<file path="config.mk">
export PLATFORM = sky130hd
export DESIGN_NAME = riscv_fetch
export DESIGN_NICKNAME = d
export VERILOG_FILES = /design/src/rtl/riscv_defs.sv /design/src/rtl/riscv_fetch_fifo.sv /design/src/rtl/riscv_fetch.sv
export SDC_FILE = /design/constraint.sdc
export NUM_CORES = 1
export LEC_CHECK = 0
export CAP_MARGIN = 20
export CORE_ASPECT_RATIO = 1.1
export CORE_MARGIN = 5
export CORE_UTILIZATION = 43
export CTS_BUF_LIST = sky130_fd_sc_hd__clkbuf_8
export DETAILED_ROUTE_END_ITERATION = 16
export PLACE_DENSITY_LB_ADDON = 0.25
export REMOVE_ABC_BUFFERS = 1
export SLEW_MARGIN = 0
export SYNTH_ARGS = -nofsm -noshare
export SYNTH_HDL_FRONTEND = slang
export SYNTH_SLANG_ARGS = --single-unit
</file>
<file path="constraint.sdc">
create_clock -name clk -period 12.5 [get_ports clk]
set_input_delay 2.5 -clock clk [delete_from_list [all_inputs] [get_ports clk]]
set_output_delay 2.5 -clock clk [all_outputs]
set_load 0.02 [all_outputs]
</file>
<file path="src/rtl/riscv_defs.sv">
// Shared RISC-V definitions: datapath width, reset vector default, NOP encoding.
package riscv_defs;
    localparam int XLEN = 32;
    localparam logic [XLEN-1:0] RESET_PC_DEFAULT = 32'h0000_0000;
    localparam logic [XLEN-1:0] NOP_INSTR = 32'h0000_0013;

    function automatic logic [XLEN-1:0] align_pc(input logic [XLEN-1:0] a);
        return {a[XLEN-1:2], 2'b00};
    endfunction
endpackage

</file>
<file path="src/rtl/riscv_fetch_fifo.sv">
// Prefetch buffer: {instr, pc} entries, first-word fall-through head, synchronous flush.
module riscv_fetch_fifo
    import riscv_defs::*;
#(
    parameter int DEPTH = 2
) (
    input  logic                          clk,
    input  logic                          rst,
    input  logic                          push,
    input  logic [2*XLEN-1:0]             push_data,
    input  logic                          pop,
    input  logic                          flush,
    output logic [2*XLEN-1:0]             head_data,
    output logic                          full,
    output logic                          empty,
    output logic [$clog2(DEPTH+1)-1:0]    count
);
    localparam int PW = (DEPTH > 1) ? $clog2(DEPTH) : 1;
    localparam int CW = $clog2(DEPTH + 1);

    logic [2*XLEN-1:0] mem [DEPTH];
    logic [PW-1:0]     wr_ptr;
    logic [PW-1:0]     rd_ptr;
    logic [CW-1:0]     cnt;
    logic              wr_en;
    logic              rd_en;

    function automatic logic [PW-1:0] ptr_inc(input logic [PW-1:0] p);
        return (p == PW'(DEPTH - 1)) ? '0 : p + PW'(1);
    endfunction

    always_comb begin
        empty     = (cnt == '0);
        full      = (cnt == CW'(DEPTH));
        count     = cnt;
        head_data = mem[rd_ptr];
        // A push into a full buffer is only legal when the head leaves the same cycle.
        wr_en     = push && (!full || pop) && !flush;
        rd_en     = pop && !empty && !flush;
    end

    always_ff @(posedge clk) begin
        if (rst || flush) begin
            wr_ptr <= '0;
            rd_ptr <= '0;
            cnt    <= '0;
        end else begin
            if (wr_en) wr_ptr <= ptr_inc(wr_ptr);
            if (rd_en) rd_ptr <= ptr_inc(rd_ptr);
            if (wr_en && !rd_en)      cnt <= cnt + CW'(1);
            else if (!wr_en && rd_en) cnt <= cnt - CW'(1);
        end
    end

    always_ff @(posedge clk) begin
        if (wr_en) mem[wr_ptr] <= push_data;
    end
endmodule

</file>
<file path="src/rtl/riscv_fetch.sv">
// Instruction fetch: credit-limited request issue, in-flight PC tracking,
// redirect with drop counting for stale responses, and a prefetch buffer.
module riscv_fetch
    import riscv_defs::*;
#(
    parameter logic [31:0] RESET_PC   = RESET_PC_DEFAULT,
    parameter int          FIFO_DEPTH = 2
) (
    input  logic        clk,
    input  logic        rst,
    output logic        imem_req_valid,
    output logic [31:0] imem_req_addr,
    input  logic        imem_req_ready,
    input  logic        imem_rsp_valid,
    input  logic [31:0] imem_rsp_data,
    input  logic        redirect_valid,
    input  logic [31:0] redirect_pc,
    output logic        out_valid,
    output logic [31:0] out_instr,
    output logic [31:0] out_pc,
    input  logic        out_ready
);
    localparam int PW = (FIFO_DEPTH > 1) ? $clog2(FIFO_DEPTH) : 1;
    localparam int CW = $clog2(FIFO_DEPTH + 1);

    logic [XLEN-1:0]   pc;
    logic [CW-1:0]     outstanding;
    logic [CW-1:0]     outstanding_nxt;
    logic [CW-1:0]     drop;
    logic [PW-1:0]     ip_wr;
    logic [PW-1:0]     ip_rd;
    logic [XLEN-1:0]   ip_pc [FIFO_DEPTH];

    logic              req_acc;
    logic              rsp_ok;
    logic              rsp_keep;
    logic [CW:0]       credits_used;

    logic              fifo_pop;
    logic [2*XLEN-1:0] fifo_head;
    logic              fifo_full;
    logic              fifo_empty;
    logic [CW-1:0]     fifo_count;

    function automatic logic [PW-1:0] ptr_inc(input logic [PW-1:0] p);
        return (p == PW'(FIFO_DEPTH - 1)) ? '0 : p + PW'(1);
    endfunction

    always_comb begin
        credits_used   = {1'b0, outstanding} + {1'b0, fifo_count};
        imem_req_valid = !rst && !redirect_valid && !fifo_full
                         && (int'(credits_used) < FIFO_DEPTH);
        req_acc        = imem_req_valid && imem_req_ready;
        // Responses with nothing outstanding are protocol violations and are ignored.
        rsp_ok         = !rst && imem_rsp_valid && (outstanding != '0);
        rsp_keep       = rsp_ok && !redirect_valid && (drop == '0);
        outstanding_nxt = outstanding;
        if (req_acc && !rsp_ok)      outstanding_nxt = outstanding + CW'(1);
        else if (!req_acc && rsp_ok) outstanding_nxt = outstanding - CW'(1);
    end

    always_comb begin
        imem_req_addr = pc;
        out_valid     = !rst && !fifo_empty;
        out_pc        = fifo_head[XLEN-1:0];
        out_instr     = fifo_empty ? NOP_INSTR : fifo_head[2*XLEN-1:XLEN];
        fifo_pop      = out_valid && out_ready;
    end

    always_ff @(posedge clk) begin
        if (rst) begin
            pc          <= RESET_PC;
            outstanding <= '0;
            drop        <= '0;
            ip_wr       <= '0;
            ip_rd       <= '0;
        end else begin
            outstanding <= outstanding_nxt;
            if (redirect_valid)   pc <= align_pc(redirect_pc);
            else if (req_acc)     pc <= pc + 32'd4;
            if (req_acc) ip_wr <= ptr_inc(ip_wr);
            if (rsp_ok)  ip_rd <= ptr_inc(ip_rd);
            // Everything still in flight after a redirect belongs to the old path.
            if (redirect_valid)            drop <= outstanding_nxt;
            else if (rsp_ok && drop != '0) drop <= drop - CW'(1);
        end
    end

    always_ff @(posedge clk) begin
        if (req_acc) ip_pc[ip_wr] <= pc;
    end

    riscv_fetch_fifo #(
        .DEPTH (FIFO_DEPTH)
    ) u_fifo (
        .clk       (clk),
        .rst       (rst),
        .push      (rsp_keep),
        .push_data ({imem_rsp_data, ip_pc[ip_rd]}),
        .pop       (fifo_pop),
        .flush     (redirect_valid),
        .head_data (fifo_head),
        .full      (fifo_full),
        .empty     (fifo_empty),
        .count     (fifo_count)
    );
endmodule

</file>
==> flow_summary.toml <==
[outcome]
outcome = "complete, no violations"

[cts]
h-tree-depth = 2
cts_resized = 0
clk_latency_ns = 0.51
cts_root_buf = "clkbuf_8"
post-cts-setup-buffers = 0
clock-sinks = 226
hold_buffers = 0
tritoncts = "built"
clkTransAtPathRegs_ns = 0.06
cts_made_buffers = 37
clk_path_buf_depth = 3

[place]
pre_cts_slack_ns = 5.53
dp_hpwl_um = 14000
place_congestion = 0.844
numPortBuffers = 161

[sta]
period_minus_slack_ns = 6.98
setup_viol = 0
hold_viol = 0
worstMarginPinSlew_ns = 1.02
slew_violations = 0
fin_hold_ws_ns = 0.499
fin_ws_ns = 5.52
rsz0062_at_grt = "false"
max_freq_mhz = 143
fin_skew_ns = 0.0242
finalCritPeriodShare = 0.559
setup_tns_ns = 0
slew-limit-headroom = 0.317

[detailed_routing]
drt_iter0_markers = 409
routed_wl_um = 21300
via_per_inst = 5.29
ant_nets = 0
dr.pass1.iters = 7
wl_per_cell_um = 18.7
vias = 6032
drt_drc_violations_left = 0

[pwr]
p_leak_nw = 3.90
ir_worst_vdd_uv = 63.7
p_per_area_mw_per_mm2 = 144

[yosys]
syn-cell-area_mm2 = 0.00938
ys_ff_latch = 226
yosys-top-cells-area = "edfxtp_1 59%, dfxtp_1 9.0%, mux2_2 7.2%"
synth-async-reset-ratio = 0
syn_inst = 653
yosys.cell_types.count = 60
syn_avg_cell_area_um2 = 14.4
synth_ff_type = "edfxtp_1"
synth_edf_count = 184
yosysWarnings = 0
synth_area_leader_cell = "edfxtp_1"
ys_seq_area_frac = 0.679
netlist.area_leader.share = 0.589

[setup_path]
crit_path_frequent_cell = "clkdlybuf4s50_1"
rr_startpoint = "u_fifo.count[0]$_SDFFE_PP0P_"
crit_path_top_delay_cell = "clkdlybuf4s50_1"
cp.arrival_ns = 4.48
endpoint_kind = "output port"
max_stage_delay_ns = 0.65
crit_required_ns = 10.00
worstSetupPathType = "input port to output port"
crit_path_start = "rst"
cp_max_fo = 43
cp_cell_sequence = "clkdlybuf4s50_1 > buf_4 > or2_2 > nor3_1 > clkdlybuf4s50_1"
startpoint_type = "input port"

[floorplan]
dieArea_mm2 = 0.0249
die_w_um = 151
rows = 56
core_area_mm2 = 0.0214
die_h_um = 165
ioPinCount = 168
start_util = 0.439

[global_routing]
grt_max_degree = 63
first_global_vias = 6127
grt_pass1_wl_um = 33000
antenna_found_initial = 0
gr-total-overflow = 0
grtUsageTotal = 0.171

[hold_path]
hold_class = "register to register"
min-delay-start = "ip_rd$_SDFFE_PP0P_"

[job]
cap_violations = 0

[final_layout]
syn2layout_area_growth_pct = 27.5
diodes = 0
final_nets = 899
drive_above_1_share = 0.158
-- critical path, delay by kind of cell --
family | cells | cell delay (ns)
and+or+nand+nor | 2 | 0.66
buffers and inverters | 3 | 1.31
-- synth_stat cells, drive strengths merged (2+ instances only) --
cell type and n:
edfxtp 184, nor2 62, mux2 60, dfxtp 42, mux2i 33, nand2 30, clkbuf 27, nand3 23
a31oi 14, buf 13, nand4 12, o311ai 12, or4 12, inv 10, nor4 9, or3 9
xnor2 8, a211oi 7, and3 7, and4 6, o211ai 6, xor2 6, and2 5, nor3 5
o31ai 5, a21oi 4, ha 4, o21ai 4, or2 4, a311oi 3, nand2b 3, nor3b 3
o311a 3, o31a 3, a211o 2, nor2b 2
-- layout by cell type, fill, tap and decap left out, drive strengths merged, types with 12 or more instances in the layout --
cell type,netlist,layout
inv,10,25
nand4,12,12
clkbuf,27,44
mux2i,33,33
a31oi,14,14
clkdlybuf4s50,0,161
nor2,62,62
nand3,23,23
mux2,60,60
edfxtp,184,184
o311ai,12,12
dfxtp,42,42
nand2,30,30
or4,12,12
-- cell families (layout without fill, tap and decap cells) --
logic type	Yosys count	in the layout	synth area share
simple gates	195	195	0.110
compound gates	69	69	0.0554
xor+xnor	14	14	0.0131
other cells	1	4	0.000400
buf+inv	50	244	0.0275
flops	226	226	0.679
mux	93	93	0.107
fa+ha+maj	5	5	0.00747
-- worst paths after layout --
kind / endpoint / depth (start not counted) / slack (ns)
worst max register to register: ip_pc[0][26]$_DFFE_PP_ / 5 / 8.78
worst min-delay path: register / 2 / 0.50
worst max-delay path: imem_req_valid / 5 / 5.52
worst min register to register: register / 2 / 0.50
-- sequential cells by signal, indices dropped and copies added, names as in the netlist, named ones only --
| register | flops |
|---|---|
| u_fifo.count | 2 |
| u_fifo.rd_ptr | 1 |
| outstanding | 2 |
| u_fifo.mem | 124 |
| imem_req_addr | 30 |
| drop | 2 |
| ip_pc | 60 |
| ip_rd | 1 |
| ip_wr | 1 |
| u_fifo.wr_ptr | 1 |
-- stage by stage --
stage,instances,power (mW),area (um2),utilization
after detailed placement,1074,1.14,11200,0.525
final,1140,1.72,12000,0.559
after global placement,1074,1.13,11200,0.525
after floorplan,616,1.03,9170,-
after global routing,1140,1.80,12000,0.559
after CTS,1139,1.74,11900,0.558
-- power by group --
group | switching, mW | internal, mW | total [mW]
Sequential | 0.0303 | 0.860 | 0.890
Clock | 0.276 | 0.320 | 0.597
Combinational | 0.121 | 0.110 | 0.231
-- final cells by class --
cell class / instances / area (um2)
fillers: 1747 / 9420
flip-flops and latches: 226 / 6370
multi-input cells: 380 / 2790
repair buffers: 169 / 1690
clock buffers: 44 / 606
well taps: 290 / 363
clock inverters: 21 / 95.1
inverters: 10 / 37.5
-- per-layer routing --
metal | global-route usage | routed length (um) | vias up
li1 | - | - | 2851
met1 | 0.213 | 8790 | 2867
met2 | 0.288 | 10300 | 265
met3 | 0.0425 | 1650 | 49
met4 | 0.0639 | 622 | 0
met5 | 0 | 0 | -
(Power assumes the default switching activity.)
